File: config.mk
export PLATFORM = sky130hd
export DESIGN_NAME = alarm_bank
export DESIGN_NICKNAME = d
export VERILOG_FILES = /design/src/rtl/alarm_pkg.sv /design/src/rtl/alarm_channel.sv /design/src/rtl/alarm_bank.sv
export SDC_FILE = /design/constraint.sdc
export NUM_CORES = 1
export LEC_CHECK = 0
export ABC_AREA = 1
export BUFFER_PORTS_ARGS = -buffer_cell sky130_fd_sc_hd__buf_2
export CORE_ASPECT_RATIO = 0.6
export CORE_MARGIN = 1
export CORE_UTILIZATION = 60
export DETAILED_ROUTE_END_ITERATION = 6
export HOLD_SLACK_MARGIN = 0.08
export PLACE_DENSITY = 0.77
export SLEW_MARGIN = 20
export SYNTH_ARGS = -nofsm -noshare
export SYNTH_HDL_FRONTEND = slang
export SYNTH_SLANG_ARGS = --single-unit
File: constraint.sdc
create_clock -name CP_1KHz -period 10.1 [get_ports CP_1KHz]
set_input_delay 1.01 -clock CP_1KHz [delete_from_list [all_inputs] [get_ports CP_1KHz]]
set_output_delay 1.01 -clock CP_1KHz [all_outputs]
set_load 0.03 [all_outputs]
File: src/rtl/alarm_pkg.sv
// Shared types, field limits and helpers for the multi-channel alarm bank.
package alarm_pkg;

    typedef enum logic [1:0] {A_IDLE, A_RINGING, A_SNOOZED} alarm_state_e;

    localparam logic [4:0] MAX_HOUR = 5'd23;
    localparam logic [5:0] MAX_MIN  = 6'd59;
    localparam logic [5:0] MAX_SEC  = 6'd59;

    typedef struct packed {
        logic [4:0] hour;
        logic [5:0] min;
        logic [5:0] sec;
    } hms_t;

    // Field increment with wrap and no carry; out-of-range values also wrap to 0.
    function automatic logic [5:0] inc_wrap(input logic [5:0] v, input logic [5:0] max_v);
        return (v >= max_v) ? 6'd0 : v + 6'd1;
    endfunction

endpackage

File: src/rtl/alarm_channel.sv
// One alarm channel: stored time, armed flag, ring/snooze FSM with timeout and snooze limit.
module alarm_channel
    import alarm_pkg::*;
#(
    parameter int unsigned RING_SECS   = 10,
    parameter int unsigned SNOOZE_SECS = 300,
    parameter int unsigned MAX_SNOOZE  = 3
) (
    input  logic clk_i,
    input  logic rst_i,
    input  logic tick_i,
    input  logic match_i,
    input  logic wr_i,
    input  hms_t wr_time_i,
    input  logic toggle_i,
    input  logic snooze_i,
    input  logic stop_i,
    output hms_t stored_o,
    output logic armed_o,
    output logic ringing_o
);
    localparam int unsigned UW = (MAX_SNOOZE > 0) ? $clog2(MAX_SNOOZE + 1) : 1;
    localparam logic [7:0]  RING_LAST = 8'(RING_SECS - 1);
    localparam logic [9:0]  SNZ_LAST  = 10'(SNOOZE_SECS - 1);
    localparam logic [UW-1:0] SNZ_MAX = UW'(MAX_SNOOZE);

    alarm_state_e  state_q;
    hms_t          stored_q;
    logic          armed_q;
    logic          ringing_q;
    logic [7:0]    ring_cnt_q;
    logic [9:0]    snz_cnt_q;
    logic [UW-1:0] snz_used_q;

    always_ff @(posedge clk_i or posedge rst_i) begin
        if (rst_i) begin
            state_q    <= A_IDLE;
            stored_q   <= '0;
            armed_q    <= 1'b0;
            ringing_q  <= 1'b0;
            ring_cnt_q <= '0;
            snz_cnt_q  <= '0;
            snz_used_q <= '0;
        end else begin
            if (wr_i) begin
                stored_q <= wr_time_i;
                armed_q  <= 1'b1;
            end else if (toggle_i) begin
                armed_q <= ~armed_q;
            end
            // Saving, disarming and stop all silence the channel and outrank any match/snooze.
            if (wr_i || (toggle_i && armed_q) || (stop_i && state_q != A_IDLE)) begin
                state_q   <= A_IDLE;
                ringing_q <= 1'b0;
            end else begin
                unique case (state_q)
                    A_IDLE: begin
                        if (match_i) begin
                            state_q    <= A_RINGING;
                            ringing_q  <= 1'b1;
                            ring_cnt_q <= '0;
                            snz_used_q <= '0;
                        end
                    end
                    A_RINGING: begin
                        if (snooze_i) begin
                            ringing_q <= 1'b0;
                            if (snz_used_q < SNZ_MAX) begin
                                state_q    <= A_SNOOZED;
                                snz_cnt_q  <= '0;
                                snz_used_q <= snz_used_q + 1'b1;
                            end else begin
                                state_q <= A_IDLE;
                            end
                        end else if (tick_i) begin
                            if (match_i) begin
                                ring_cnt_q <= '0;
                            end else if (ring_cnt_q == RING_LAST) begin
                                state_q   <= A_IDLE;
                                ringing_q <= 1'b0;
                            end else begin
                                ring_cnt_q <= ring_cnt_q + 1'b1;
                            end
                        end
                    end
                    A_SNOOZED: begin
                        if (tick_i) begin
                            if (snz_cnt_q == SNZ_LAST) begin
                                state_q    <= A_RINGING;
                                ringing_q  <= 1'b1;
                                ring_cnt_q <= '0;
                            end else begin
                                snz_cnt_q <= snz_cnt_q + 1'b1;
                            end
                        end
                    end
                    default: begin
                        state_q   <= A_IDLE;
                        ringing_q <= 1'b0;
                    end
                endcase
            end
        end
    end

    assign stored_o  = stored_q;
    assign armed_o   = armed_q;
    assign ringing_o = ringing_q;

endmodule

File: src/rtl/alarm_bank.sv
// Multi-channel alarm bank: strobe edge detection, shared edit buffer, channel decode and LED.
module alarm_bank
    import alarm_pkg::*;
#(
    parameter int unsigned N_CH        = 4,
    parameter int unsigned RING_SECS   = 10,
    parameter int unsigned SNOOZE_SECS = 300,
    parameter int unsigned MAX_SNOOZE  = 3,
    localparam int unsigned CW = (N_CH > 1) ? $clog2(N_CH) : 1
) (
    input  logic            CP_1KHz,
    input  logic            CR,
    input  logic            tick_1Hz,
    input  logic [4:0]      hours_24,
    input  logic [5:0]      minutes,
    input  logic [5:0]      seconds,
    input  logic [CW-1:0]   sel_ch,
    input  logic            edit_en,
    input  logic            inc_hour,
    input  logic            inc_min,
    input  logic            inc_sec,
    input  logic            save,
    input  logic            arm_toggle,
    input  logic            snooze,
    input  logic            stop,
    output logic [4:0]      edit_hours,
    output logic [5:0]      edit_min,
    output logic [5:0]      edit_sec,
    output logic [N_CH-1:0] armed,
    output logic [N_CH-1:0] ringing,
    output logic            alarm_led
);
    logic [6:0] strobe, strobe_q, rise;
    logic       inc_h, inc_m, inc_s, save_p, tog_p, snooze_p, stop_p;

    assign strobe   = {inc_hour, inc_min, inc_sec, save, arm_toggle, snooze, stop};
    assign rise     = strobe & ~strobe_q;
    assign inc_h    = edit_en & rise[6];
    assign inc_m    = edit_en & rise[5];
    assign inc_s    = edit_en & rise[4];
    assign save_p   = edit_en & rise[3];
    assign tog_p    = edit_en & rise[2];
    assign snooze_p = rise[1];
    assign stop_p   = rise[0];

    hms_t          edit_q, edit_d, now, load_val;
    hms_t          stored [N_CH];
    logic [CW-1:0] sel_q;
    logic          sel_hit;
    logic [N_CH-1:0] match, wr, tog;

    assign now = {hours_24, minutes, seconds};

    always_comb begin
        load_val = '0;
        sel_hit  = 1'b0;
        for (int i = 0; i < N_CH; i++) begin
            if (sel_ch == CW'(i)) begin
                load_val = stored[i];
                sel_hit  = 1'b1;
            end
        end
        edit_d = edit_q;
        if (sel_ch != sel_q) begin
            if (sel_hit) edit_d = load_val;
        end else begin
            if (inc_h) edit_d.hour = 5'(inc_wrap({1'b0, edit_q.hour}, {1'b0, MAX_HOUR}));
            if (inc_m) edit_d.min  = inc_wrap(edit_q.min, MAX_MIN);
            if (inc_s) edit_d.sec  = inc_wrap(edit_q.sec, MAX_SEC);
        end
    end

    always_ff @(posedge CP_1KHz or posedge CR) begin
        if (CR) begin
            strobe_q <= '0;
            sel_q    <= '0;
            edit_q   <= '0;
        end else begin
            strobe_q <= strobe;
            sel_q    <= sel_ch;
            edit_q   <= edit_d;
        end
    end

    for (genvar g = 0; g < N_CH; g++) begin : g_ch
        logic sel_this;
        assign sel_this = (sel_ch == CW'(g));
        assign wr[g]    = save_p & sel_this;
        assign tog[g]   = tog_p & sel_this;
        assign match[g] = tick_1Hz & armed[g] & (stored[g] == now);

        alarm_channel #(
            .RING_SECS  (RING_SECS),
            .SNOOZE_SECS(SNOOZE_SECS),
            .MAX_SNOOZE (MAX_SNOOZE)
        ) u_ch (
            .clk_i    (CP_1KHz),
            .rst_i    (CR),
            .tick_i   (tick_1Hz),
            .match_i  (match[g]),
            .wr_i     (wr[g]),
            .wr_time_i(edit_q),
            .toggle_i (tog[g]),
            .snooze_i (snooze_p),
            .stop_i   (stop_p),
            .stored_o (stored[g]),
            .armed_o  (armed[g]),
            .ringing_o(ringing[g])
        );
    end

    assign edit_hours = edit_q.hour;
    assign edit_min   = edit_q.min;
    assign edit_sec   = edit_q.sec;
    // OR of per-channel ringing flops, so the LED tracks channel state with no added cycle.
    assign alarm_led  = |ringing;

endmodule

## Word-level counts from Yosys, hierarchy flattened

Cells that the tools add are included.

| storage, ports and cells | value |
|---|---|
| bits in registers | 190 |
| output and inout bits | 26 |

| cells by class | value |
|---|---|
| add/sub/neg operators | 15 |
| magnitude comparators | 7 |
| equality and inequality tests | 85 |
| multiplexer cells | 168 |
| bitwise gates (word level) | 31 |
| reductions and logical operators | 64 |

Operator list:

| kind | number |
|---|---|
| $mux 8 | 28 |
| $mux 10 | 16 |
| $mux 17 | 6 |
| $mux 2 | 48 |
| $pmux 8 s3 | 4 |
| $pmux 10 s2 | 4 |
| $eq 17x17->1 | 4 |
| $reduce_and 6->1 | 8 |
| $mux 1 | 44 |
| $ne 2x2->1 const B | 21 |
| $add 10x1->10 const B | 4 |
| $eq 10x9->1 const B | 4 |
| $reduce_bool 2->1 | 19 |
| $add 8x1->8 const B | 4 |
| $eq 8x4->1 const B | 4 |
| $reduce_and 8->1 | 4 |
| $mux 6 | 4 |
| $ne 2x1->1 const B | 12 |
| $ne 3x1->1 const B | 8 |
| $ne 3x2->1 const B | 8 |
| $pmux 2 s3 | 4 |
| $and 1x1->1 | 21 |
| $reduce_and 5->1 | 4 |
| $ne 4x2->1 const B | 4 |
| other kinds (23) | 83 |

## Logic depth before layout (Yosys ltp)

Gate-level depths: netlist of the first run.

| depth | value |
|---|---|
| depth in word-level cells | 9 |
| depth in mapped cells | 15 |

## Modules after synthesis

A second synthesis of the first run with hierarchy kept.

| second synthesis, totals | value |
|---|---|
| cells, all modules | 1683 |
| area, all modules | 12012.8 µm² |

By module, submodules not included:

| module | times used | cells each | area an instance (µm²) | seq. area each (µm²) |
|---|---|---|---|---|
| alarm_channel at g_ch[0].u_ch ... | 2 | 304 | 2245.9 | 1026.0 |
| alarm_bank | 1 | 553 | 3017.9 | 650.6 |
| alarm_channel at g_ch[2].u_ch | 1 | 275 | 2282.2 | 1026.0 |
| alarm_channel at g_ch[3].u_ch | 1 | 247 | 2220.9 | 1026.0 |

## Worst setup path after synthesis of the first run

Ideal clock, no wire load.

| timing path | value |
|---|---|
| path type | input to register |
| from | input port sel_ch[0] |
| to | register g_ch[3].u_ch.snz_cnt_q[4] |
| arrival | 2.135 ns |
| required time | 9.980 ns |
| slack | 7.845 ns |
| stages on the path | 11 |
| cell sequence | buf_6 > nand2_8 > inv_2 > nand2_1 > o21ai_4 > inv_4 > nand3_4 > inv_4 > buf_8 > nand4_1 > o21ai_2 |

| between the ends | value |
|---|---|
| longest elaborated chain between the ends | 7 |

RTL lines:

| element | RTL line | source |
|---|---|---|
| start, declared | alarm_bank.sv:17 | `input logic [CW-1:0] sel_ch,` |
| $eq 2x2->1 * | alarm_bank.sv:87 | `assign sel_this = (sel_ch == CW'(g));` |
| $and 1x1->1 | alarm_bank.sv:89 | `assign tog[g] = tog_p & sel_this;` |
| $logic_and 1x1->1 | alarm_channel.sv:52 | `if (wr_i \|\| (toggle_i && armed_q) \|\| (stop_i && state_q != A_IDLE)) begin` |
| $logic_or 1x1->1 * (2 in a row) | alarm_channel.sv:52 |  |
| $not 1->1 (no line) * | - |  |
| $reduce_and 6->1 (no line) * | - |  |
| end signal, assigned | alarm_channel.sv:93 | `snz_cnt_q <= snz_cnt_q + 1'b1;` |
| end, declared | alarm_channel.sv:32 | `logic [9:0] snz_cnt_q;` |

Every way passes the cells marked *; elsewhere a longest branch is shown, timed or not.
A chain may end at the register's enable or synchronous reset.

## Final worst setup path of the first run

| timing path | value |
|---|---|
| from | input port sel_ch[0] |
| to | register edit_q (netlist bit edit_sec[1]) |

| between the ends | value |
|---|---|
| longest elaborated chain between the ends | 7 |

RTL lines:

| element | RTL line | source |
|---|---|---|
| $logic_not 2->1 | alarm_bank.sv:58 | `if (sel_ch == CW'(i)) begin` |
| $mux 1 / $mux 17 (equally long branches) (4 in a row) | alarm_bank.sv:58 |  |
| $ne 2x2->1 (no line) / $mux 17 (equally long branches) | - |  |
| $reduce_and 2->1 (no line) / $mux 17 (equally long branches) | - |  |
| end signal, assigned | alarm_bank.sv:81 | `edit_q <= edit_d;` |
| end, declared | alarm_bank.sv:46 | `hms_t edit_q, edit_d, now, load_val;` |

Parallel ways exist; a longest one is shown, timed or not. The select of a mux whose other input is x is not followed.

==> results of run 1 <==
==> power by group <==
part	internal, mW	total [mW]	leakage (nW)	switching, mW
logic	0.335	1.14	3.64	0.806
clock network	0.380	0.698	0.284	0.318
registers	0.925	1.12	2.48	0.192
total	1.64	2.96	6.40	1.32
==> final cells by class <==
class,instances,area share
multi-input cells,1179,0.4752
flip-flops and latches,190,0.3638
inverters,228,0.06817
clock buffers,20,0.03494
well taps,266,0.02547
repair buffers,56,0.02192
clock inverters,12,0.01034
diodes,1,0.0001915
==> cells in the mapped netlist (17+ instances only) <==
| cell type | instances | area share |
|---|---|---|
| a21oi_1 | 22 | 0.0091 |
| nor2_1 | 156 | 0.048 |
| xnor2_1 | 17 | 0.012 |
| dfrtp_1 | 190 | 0.39 |
| nor3_1 | 31 | 0.013 |
| xor2_1 | 49 | 0.036 |
| o21ai_1 | 39 | 0.016 |
| nand4_1 | 32 | 0.017 |
| nand2_2 | 19 | 0.0098 |
| o21ai_0 | 136 | 0.056 |
| nand3_1 | 78 | 0.032 |
| ha_1 | 19 | 0.020 |
| inv_1 | 193 | 0.060 |
| nand2_1 | 439 | 0.14 |
| inv_2 | 25 | 0.0078 |
==> sequential cells by signal, indices dropped and copies added (netlist names) <==
register / flops
edit_hours: 5
edit_min: 6
edit_sec: 6
g_ch.u_ch.armed_o: 4
g_ch.u_ch.ring_cnt_q: 32
g_ch.u_ch.ringing_o: 4
g_ch.u_ch.snz_cnt_q: 40
g_ch.u_ch.snz_used_q: 8
g_ch.u_ch.state_q: 8
g_ch.u_ch.stored_o: 68
sel_q: 2
strobe_q: 7
==> routing by layer <==
layer / vias up / share of wire / track usage / wire length, um
li1: 5342 / - / - / -
met1: 5094 / 0.49 / 0.5353 / 16270
met2: 511 / 0.37 / 0.4281 / 12280
met3: 38 / 0.12 / 0.1145 / 3939
met4: 0 / 0.012 / 0.06612 / 399
met5: - / 0 / 0 / 0
==> metrics by stage <==
| stage | power [mW] | util |
|---|---|---|
| after floorplan | 1.972 | - |
| after global placement | 2.210 | 0.6437 |
| after detailed placement | 2.233 | 0.6437 |
| after CTS | 2.938 | 0.6743 |
| after global routing | 3.147 | 0.6745 |
| final | 2.956 | 0.6746 |
==> how the worst max path moves through the flow <==
stage          startpoint                         to  slack (ns)  cells past startpoint
6_report        sel_ch[0]                edit_sec[1]        7.37                      7
5_1_grt         sel_ch[0]  g_ch[0].u_ch.snz_cnt_q[2]        7.28                     12
4_1_cts         sel_ch[0]  g_ch[0].u_ch.snz_cnt_q[2]        7.48                     12
3_5_place_dp    sel_ch[0]                edit_sec[1]        7.03                      7
3_3_place_gp    sel_ch[0]                edit_sec[1]        7.08                      7
2_1_floorplan          CR              edit_hours[0]        3.92                      1
==> worst reg2reg max path: stages (launching register included) <==
cell	delay, ns
dfrtp_1	0.40
inv_1	0.12
nor2_1	0.05
nor3_1	0.28
nand2_1	0.14
nor2_1	0.30
nand4_1	0.43
nand2_1	0.18
nor2_1	0.05
nand2_1	0.08
nand2_1	0.05
==> cells by family after synthesis <==
family	share of synthesized area
and+or+nand+nor	0.3278
AOI/OAI and AO/OA	0.1188
DFF	0.3937
xor gates and xnor gates	0.04786
buffers and inverters	0.09220
adders and majority gates	0.01968
==> flow_summary_export.csv, run 1 <==
group,metric,value,unit
logic_synthesis,yosys_register_bits,190,
sta,finalHoldViolCount,0,
clock_network,root_buffer,"clkbuf_16",
logic_synthesis,syn_area_per_cell,7.405,um2
floorplan,core-area,0.01937,mm2
worst_setup_path,r2r_slack,7.92,ns
worst_hold_path,hp-start,"g_ch[2].u_ch.snz_used_q[1]",
worst_setup_path,crit_buf_inv,2,
worst_setup_path,criticalPathCategory,"input port to flop",
route,wl_per_cell,16.85,um
worst_setup_path,r2r_cells,10,
sta,max_freq,366.5,MHz
sta,fin_crit_sh,0.2702,
clock_network,cts_resized,0,
floorplan,die_x,185.2,um
sta,setup_viol_count_final,0,
sta,drv_slew,0,
logic_synthesis,yosysSeqAreaShare,0.3937,
global_route,grt_max_degree,113,
route,drt-total-wl,32900,um
worst_setup_path,cpPeakStageDelay,0.44,ns
floorplan,start_util,0.6235,
logic_synthesis,postSynthCellCount,1631,
floorplan,dieArea,0.02072,mm2
layout,finalInstanceArea,0.01307,mm2
logic_synthesis,synth_cell_types,55,
sta,final.setup.worst_slack,7.371,ns
logic_synthesis,synth_edf_count,0,
place,io_buffers,55,
sta,fin_worst_skew,0.01047,ns
clock_network,postCtsSetupBuffers,0,
global_route,grt_overflow_total,0,
clock_network,clockBufferDepth,2,
place,dp.cells,1919,
power_and_ir_drop,pwr_density_cell,226.2,mW/mm2
layout,area_growth_syn_to_layout,8.205,%
worst_setup_path,r2r_end,"g_ch[3].u_ch.ring_cnt_q[6]",
clock_network,hold_buffers,0,
worst_setup_path,slowest_stage,"buf_2",
status,outcome,"finished clean",
sta,worstMarginPinSlew,0.7825,ns
clock_network,insertion_delay,0.45,ns
sta,whs,0.4868,ns
place,post-place-ws,7.026,ns
global_route,grt_pass1_vias,9966,
route,drt-pass1-iter-count,6,
logic_synthesis,synthArstFlopShare,1.000,
layout,mostFrequentLayoutCells,"439 x nand2_1, 192 x inv_1, 190 x dfrtp_1",
worst_setup_path,path_delay_family,"simple AND/OR/NAND/NOR gates",
logic_synthesis,synth_area,0.01208,mm2
global_route,grt_pass1_wl,53470,um
power_and_ir_drop,vdd_drop_max,0.1697,mV
clock_network,cts_tree,"built",
route,first_iter_violations,1134,
worst_setup_path,crit_chain,"buf_2 > xnor2_1 > nand2_2 > inv_1 > nand2_1 > nand3_1 > o221ai_1",
layout,final_cells,1952,
worst_hold_path,hold_path_depth,2,
sta,relSlewSlack,0.4783,
clock_network,h-tree-depth,4,
worst_hold_path,hold_path_class,"flop to flop",
worst_setup_path,crit_path_end_kind,"flop",
floorplan,die_y,111.9,um
route,via_per_inst,5.628,
logic_synthesis,ys.flop_type,"dfrtp_1",
place,placed_cell_area,0.01247,mm2
route,remaining_drc_errors,0,
layout,drive_above_1_share,0.1252,
sta,rsz0062_at_grt,"no",
worst_setup_path,rr_startpoint,"g_ch[3].u_ch.stored_o[0]",
floorplan,core.rowCount,39,
route,route.antenna.remaining_nets,0,
global_route,grt_antenna_before_repair,0,
layout,nets,1721,
clock_network,clock_sink_count,190,
route,vias,10985,
power_and_ir_drop,p_leak,6.401,nW
clock_network,clk_pin_slew,0.07,ns
logic_synthesis,synth_nets,1680,
layout,area.sequential,0.004755,mm2
logic_synthesis,ys_warn_count,0,
worst_hold_path,hold_end,"g_ch[2].u_ch.snz_used_q[1]",
sta,tns,0,ns
sta,layout_min_cycle_time,2.729,ns
global_route,track_usage,0.3356,
layout,fillers,1707,
place,dp_hpwl,24370,um
worst_setup_path,setup.worst_path.start_class,"input port",
clock_network,cts_buffers,17,
worst_setup_path,cp.required,10.40,ns
floorplan,ios,56,
place,routabilityCongestion,0.9677,
flow_run,maxCapViolCount,0,
layout,final_common_cell,"nand2_1",
worst_setup_path,arrival,3.03,ns
worst_setup_path,cp_max_fo,19,
layout,multiInputGateArea,0.006210,mm2
No activity file was read; power rests on OpenSTA's default activity.
==> run 2: changes to the inputs <==
clock period = 2.7 ns   (was 10.1 ns; I/O delays follow)
==> run 2 against run 1 <==
  * The run now ends with design-rule violations left
  * Die area did not move
  * Via count is 1.9% higher
  * Utilization rose by 0.63 points
  * Sequential share of layout area down 0.33 points
  * Critical path depth rose by 3
  * Sequential cell count did not move
  * Final cell count grew 0.61%
  * Non-clock buffer count is 13 higher
  * Hold slack worse by 0.36 ns
==> flow_summary_export.csv, run 2 (same netlist as run 1, synthesis figures left out) <==
group,metric,value,unit
layout,final_common_cell,"nand2_1",
floorplan,core-area,0.01937,mm2
place,io_buffers,55,
place,post-place-ws,0.4524,ns
layout,nets,1734,
layout,drive_above_1_share,0.1278,
sta,fin_crit_sh,0.8031,
layout,largest_reg_flops,68,
sta,max_freq,461.2,MHz
clock_network,postCtsSetupBuffers,0,
global_route,grt_pass1_vias,9981,
sta,relSlewSlack,0.5792,
floorplan,dieArea,0.02072,mm2
worst_setup_path,setup.worst_path.start_class,"flop",
power_and_ir_drop,combPwrFrac,0.389,
route,remaining_drc_errors,6,
route,wl_per_cell,16.65,um
clock_network,clock_sink_count,190,
power_and_ir_drop,switching_share,0.4569,
worst_setup_path,slowest_stage,"nand4_1",
clock_network,root_buffer,"clkbuf_16",
worst_setup_path,crit_chain,"inv_1 > nor2_1 > nor3_1 > nand2_1 > nor2_1 > nand4_1 > nand2_1 > nor2_1 > nand2_1 > nand2_1",
clock_network,insertion_delay,0.46,ns
route,drt-total-wl,32700,um
floorplan,core.rowCount,39,
sta,layout_min_cycle_time,2.168,ns
worst_setup_path,path_common_cell,"nand2_1",
layout,area_growth_syn_to_layout,9.210,%
sta,whs,0.1305,ns
place,routabilityCongestion,0.9834,
status,outcome,"finished, violations left",
floorplan,start_util,0.6235,
worst_hold_path,hold_path_class,"input port to flop",
global_route,grt_antenna_before_repair,0,
worst_setup_path,cp_max_fo,8,
worst_setup_path,path_delay_family,"simple AND/OR/NAND/NOR gates",
power_and_ir_drop,pwr_density_cell,832.0,mW/mm2
layout,antenna_cells,0,
route,drt-pass1-iter-count,7,
clock_network,clk_pin_slew,0.08,ns
sta,fin_worst_skew,0.01071,ns
power_and_ir_drop,p_clk_frac,0.232,
layout,mostFrequentLayoutCells,"439 x nand2_1, 192 x inv_1, 190 x dfrtp_1",
power_and_ir_drop,seq_power_share,0.379,
power_and_ir_drop,power.internal,5.960,mW
status,failed_checks,"design-rule violations",
worst_setup_path,crit_buf_inv,1,
sta,rsz0062_at_grt,"no",
global_route,grt_pass1_wl,53480,um
global_route,grt_max_degree,99,
sta,drv_slew,0,
route,vias,11195,
global_route,track_usage,0.3348,
worst_setup_path,cpPeakStageDelay,0.44,ns
place,dp_hpwl,24030,um
place,placed_cell_area,0.01253,mm2
floorplan,ios,56,
clock_network,cts_tree,"built",
worst_setup_path,arrival,2.51,ns
sta,worstMarginPinSlew,0.6297,ns
route,via_per_inst,5.700,
sta,setup_viol_count_final,0,
sta,final.setup.worst_slack,0.5318,ns
route,route.antenna.remaining_nets,0,
clock_network,cts_buffers,17,
worst_setup_path,crit_path_end_kind,"flop",
floorplan,die_y,111.9,um
layout,finalInstanceArea,0.01319,mm2
route,first_iter_violations,1237,
power_and_ir_drop,vdd_drop_max,0.5469,mV
clock_network,h-tree-depth,4,
worst_setup_path,cp.required,3.05,ns
flow_run,maxCapViolCount,0,
clock_network,clockBufferDepth,2,
power_and_ir_drop,p_switching,5.014,mW
power_and_ir_drop,p_leak,6.457,nW
worst_setup_path,criticalPathCategory,"flop to flop",
global_route,grt_overflow_total,0,
layout,fillers,1687,
floorplan,die_x,185.2,um
sta,finalHoldViolCount,0,
==> run 2: changes by cell type in the layout (fill, tap and decap cells not counted), sizes merged <==
| cell | previous run | this run |
|---|---|---|
| clkbuf | 20 | 17 |
| dlygate4sd3 | 0 | 8 |
| clkinvlp | 3 | 2 |
| inv | 229 | 233 |
| buf | 56 | 61 |
| diode | 1 | 0 |
| clkinv | 6 | 8 |
| bufinv | 2 | 0 |
==> run 2: layer usage <==
layer,GRT usage,share of wire
met3,0.1027,0.12
met2,0.4226,0.38
met5,0,0
met4,0.07218,0.011
met1,0.5444,0.49
==> run 2: worst register-to-register path: stages (launching register included) <==
cell     delay [ns]
dfrtp_1        0.41
inv_1          0.13
nor2_1         0.06
nor3_1         0.22
nand2_1        0.14
nor2_1         0.27
nand4_1        0.44
nand2_1        0.19
nor2_1         0.06
nand2_1        0.08
nand2_1        0.05
==> run 2: area by class of cell <==
type	instances	area [um2]	share of cell area
repair buffers	69	425.4	0.03225
clock buffers	17	425.4	0.03225
well taps	266	332.8	0.02523
inverters	228	887.1	0.06725
flip-flops and latches	190	4755	0.3605
multi-input cells	1179	6210	0.4708
clock inverters	15	155.1	0.01176
==> run 2: final timing paths <==
path	slack [ns]	depth (start not counted)	to	start
setup reg to reg	0.53	10	g_ch[3].u_ch.ring_cnt_q[3]	g_ch[3].u_ch.stored_o[0]
min in group asynchronous	0.48	4	edit_sec[5]	CR
hold / removal	0.13	1	sel_q[1]	sel_ch[1]
max in group asynchronous	1.67	4	g_ch[1].u_ch.snz_cnt_q[5]	CR
setup / recovery	0.53	10	g_ch[3].u_ch.ring_cnt_q[3]	g_ch[3].u_ch.stored_o[0]
hold reg to reg	0.49	2	g_ch[2].u_ch.snz_used_q[1]	g_ch[2].u_ch.snz_used_q[1]
==> run 2: through the flow <==
step,setup TNS (ns),instances,utilization,power [mW]
final,0,1964,0.6809,10.97
after global routing,0,1964,0.6809,11.70
after CTS,0,1964,0.6809,10.91
after detailed placement,0,1924,0.6468,8.344
after global placement,0,1924,0.6468,8.246
after floorplan,-3.508,1631,-,7.377
==> run 2: timing repair <==
item / in CTS / in global routing
endpoints found under the setup margin: 0 / 0
resized for setup: 0 / 0
endpoints found under the hold margin: 197 / 0
hold buffers: 8 / 0
==> run 2: power groups by stage <==
stage | registers, mW | clock network (mW) | logic [mW]
after floorplan | 4.12 | 0 | 3.26
final | 4.16 | 2.55 | 4.27
after detailed placement | 4.17 | 0 | 4.18
after global placement | 4.16 | 0 | 4.08
after global routing | 4.24 | 2.68 | 4.78
after CTS | 4.13 | 2.57 | 4.21
==> run 3: changes to the inputs <==
ABC_AREA = 0   (was 1)
clock period = 2.01 ns   (was 2.7 ns; I/O delays follow)
==> run 3 against run 2 <==
  * The run ends with negative setup slack left
  * Design area rose by 13%
  * Setup slack got worse by 0.82 ns
  * Utilization rose by 14 points
  * Via count fell by 4.9%
  * Synthesized area fell by 8.0%
  * Maximum frequency fell by 5.6%
  * Hold slack got worse by 0.0017 ns
  * Wire length rose by 10%
  * First-iteration DRC count fell by 3.1%
  * Global-route usage rose by 3.7 points
  * Critical endpoint is now g_ch[2].u_ch.ring_cnt_q[1]
  * Largest cell class unchanged
  * Largest power group unchanged
  * Highest routed layer unchanged
==> flow_summary_export.csv, run 3 <==
group,metric,value,unit
status,outcome,"finished, violations left",
status,failed_checks,"negative setup slack",
sta,relSlewSlack,0.5230,
route,drt-pass1-iter-count,5,
clock_network,insertion_delay,0.45,ns
sta,setup_viol_count_final,43,
worst_setup_path,setup.worst_path.start_class,"flop",
power_and_ir_drop,p_clk_frac,0.214,
floorplan,dieArea,0.01909,mm2
clock_network,clk_pin_slew,0.07,ns
logic_synthesis,ys_warn_count,0,
layout,mostFrequentLayoutCells,"235 x buf_4, 189 x dfrtp_1, 83 x nor2_1",
place,routabilityCongestion,0.9547,
power_and_ir_drop,vdd_drop_max,0.8206,mV
layout,final_cells,1644,
worst_setup_path,criticalPathCategory,"flop to flop",
logic_synthesis,yosysTopAreaCell,"dfrtp_1",
sta,fin_crit_sh,1.142,
route,via_per_inst,6.478,
logic_synthesis,yosysSeqAreaShare,0.4279,
layout,final_common_cell,"buf_4",
route,first_iter_violations,1199,
logic_synthesis,synth_commonest_cells,"190 x dfrtp_1, 88 x nor2_1, 74 x mux2_2",
logic_synthesis,synthArstFlopShare,1.000,
sta,final.setup.worst_slack,-0.2857,ns
place,io_buffers,55,
layout,drive_above_1_share,0.3906,
worst_hold_path,hold_path_class,"input port to flop",
layout,area_growth_syn_to_layout,33.54,%
clock_network,cts_buffers,17,
worst_setup_path,crit_buf_inv,1,
route,vias,10650,
logic_synthesis,postSynthCellCount,1120,
place,dp_hpwl,23640,um
route,drt-total-wl,36010,um
logic_synthesis,synth_top_area_share,0.4279,
place,post-place-ws,-0.3801,ns
logic_synthesis,yosys_register_bits,190,
logic_synthesis,synth_area_leaders,"dfrtp_1 43%, mux2_2 7.5%, xor2_1 4.7%",
flow_run,maxCapViolCount,0,
layout,nets,1439,
global_route,track_usage,0.3718,
worst_setup_path,path_delay_family,"simple AND/OR/NAND/NOR gates",
sta,rsz0062_at_grt,"yes",
global_route,grt_antenna_before_repair,1,
power_and_ir_drop,seq_power_share,0.356,
route,wl_per_cell,21.90,um
floorplan,ios,56,
logic_synthesis,ys.flop_type,"dfrtp_1",
floorplan,die_x,177.7,um
route,remaining_drc_errors,0,
sta,worstMarginPinSlew,0.7140,ns
floorplan,core.rowCount,38,
route,route.antenna.remaining_nets,0,
global_route,grt_pass1_vias,10047,
logic_synthesis,synth_cell_types,76,
power_and_ir_drop,combPwrFrac,0.430,
power_and_ir_drop,switching_share,0.3912,
power_and_ir_drop,p_total,16.72,mW
place,dp.cells,1574,
worst_setup_path,arrival,2.62,ns
sta,fin_worst_skew,0.01138,ns
layout,area.sequential,0.004756,mm2
sta,max_freq,435.6,MHz
layout,multiInputGateArea,0.006735,mm2
worst_setup_path,crit_path_end_kind,"flop",
logic_synthesis,synthMostInstantiatedCell,"dfrtp_1",
worst_setup_path,cp_max_fo,3,
global_route,grt_max_degree,58,
floorplan,core-area,0.01811,mm2
power_and_ir_drop,pwr_density_cell,1127,mW/mm2
global_route,grt_pass1_wl,53520,um
logic_synthesis,synth_nets,1169,
sta,drv_slew,0,
clock_network,cts_tree,"built",
clock_network,clock_sink_count,190,
sta,layout_min_cycle_time,2.296,ns
logic_synthesis,synth_area,0.01111,mm2
floorplan,start_util,0.6134,
layout,fillers,995,
clock_network,clockBufferDepth,2,
layout,largest_reg_flops,68,
worst_setup_path,cp.required,2.33,ns
floorplan,die_y,107.4,um
worst_setup_path,cpPeakStageDelay,0.43,ns
sta,finalHoldViolCount,0,
worst_setup_path,crit_chain,"xor2_2 > nor4_2 > nand2_1 > nor4_4 > buf_4 > o31a_1 > mux2_2",
logic_synthesis,syn_area_per_cell,9.921,um2
global_route,grt_overflow_total,0,
worst_setup_path,slowest_stage,"dfrtp_1",
power_and_ir_drop,p_leak,6.791,nW
power_and_ir_drop,p_switching,6.541,mW
logic_synthesis,synth_edf_count,0,
power_and_ir_drop,power.internal,10.18,mW
clock_network,root_buffer,"clkbuf_16",
clock_network,h-tree-depth,4,
[run 3: changes by cell type in the layout (fill, tap and decap cells not counted), moves of 28 or more]
cell | before | now
nand3_1 | 78 | 40
nand2_1 | 439 | 66
o21ai_1 | 39 | 11
mux2_2 | 0 | 71
and3_1 | 0 | 29
o21ai_0 | 136 | 49
nor2_1 | 156 | 83
inv_1 | 192 | 24
buf_4 | 4 | 235
[run 3: cell type report]
class / instances / share of cell area
inverters: 27 / 0.007083
flip-flops and latches: 190 / 0.3205
multi-input cells: 841 / 0.4539
clock buffers: 18 / 0.02892
diodes: 1 / 0.0001686
repair buffers: 313 / 0.1578
well taps: 240 / 0.02024
clock inverters: 14 / 0.01147
[run 3: final timing paths]
| kind | startpoint | end | slack, ns | cells past startpoint |
|---|---|---|---|---|
| max | g_ch[2].u_ch.stored_o[15] | g_ch[2].u_ch.ring_cnt_q[1] | -0.29 | 7 |
| min | arm_toggle | g_ch[0].u_ch.armed_o | 0.13 | 3 |
| min reg2reg | g_ch[2].u_ch.snz_cnt_q[5] | g_ch[2].u_ch.snz_cnt_q[5] | 0.51 | 1 |
| max reg2reg | g_ch[2].u_ch.stored_o[15] | g_ch[2].u_ch.ring_cnt_q[1] | -0.29 | 7 |
| max in group asynchronous | CR | g_ch[2].u_ch.snz_cnt_q[7] | 0.87 | 4 |
| min in group asynchronous | CR | strobe_q[4] | 0.41 | 3 |
[run 3: power by group through the flow]
stage	Sequential (mW)	Combinational [mW]	Clock [mW]
floorplan	5.87	3.60	0
global placement	5.81	5.93	0
detailed placement	5.89	6.11	0
CTS	5.83	6.52	3.56
global route	6.05	7.68	3.74
finish	5.95	7.20	3.57
[run 3: cells by family (layout without fill, tap and decap cells)]
| kind of cell | count (synthesis) | after routing | synth area share |
|---|---|---|---|
| xor+xnor | 87 | 87 | 0.06857 |
| simple gates | 414 | 414 | 0.1992 |
| compound gates | 224 | 224 | 0.1331 |
| fa+ha+maj | 19 | 19 | 0.02139 |
| mux | 97 | 97 | 0.1149 |
| other cells | 0 | 1 | 0 |
| flops | 190 | 190 | 0.4279 |
| buf+inv | 89 | 372 | 0.03502 |
[run 3: repair_timing]
item,4_1_cts,5_1_grt
setup buffers,12,16
resized for setup,54,79
cloned,0,1
endpoints found under the setup margin,77,82
hold buffers,8,0
endpoints found under the hold margin,25,0
pin swaps,22,46
[run 3: metrics by stage]
step	instance area (um2)	hold slack (ns)	util	TNS, ns
final	14840	0.1288	0.8192	-4.575
after global routing	14840	0.1386	0.8192	-8.365
after CTS	14310	0.1184	0.7898	-1.504
after detailed placement	13260	0.3262	0.7318	-9.944
after global placement	13260	0.3248	0.7318	-5.410
after floorplan	11250	0.2324	-	-122.41
[run 3: metal layers]
| layer | global-route usage | part of all wire |
|---|---|---|
| met3 | 0.1208 | 0.11 |
| met4 | 0.1026 | 0.025 |
| met1 | 0.5324 | 0.43 |
| met2 | 0.5393 | 0.44 |
| met5 | 0 | 0 |
[run 3: worst reg2reg max path: cells and delay by family, from the launching register on]
family	cells	cell delay, ns
flip-flops	1	0.43
XOR/XNOR	1	0.18
AO/OA/AOI/OAI	1	0.17
buffers and inverters	1	0.19
multiplexers	1	0.37
AND/OR/NAND/NOR	3	0.84
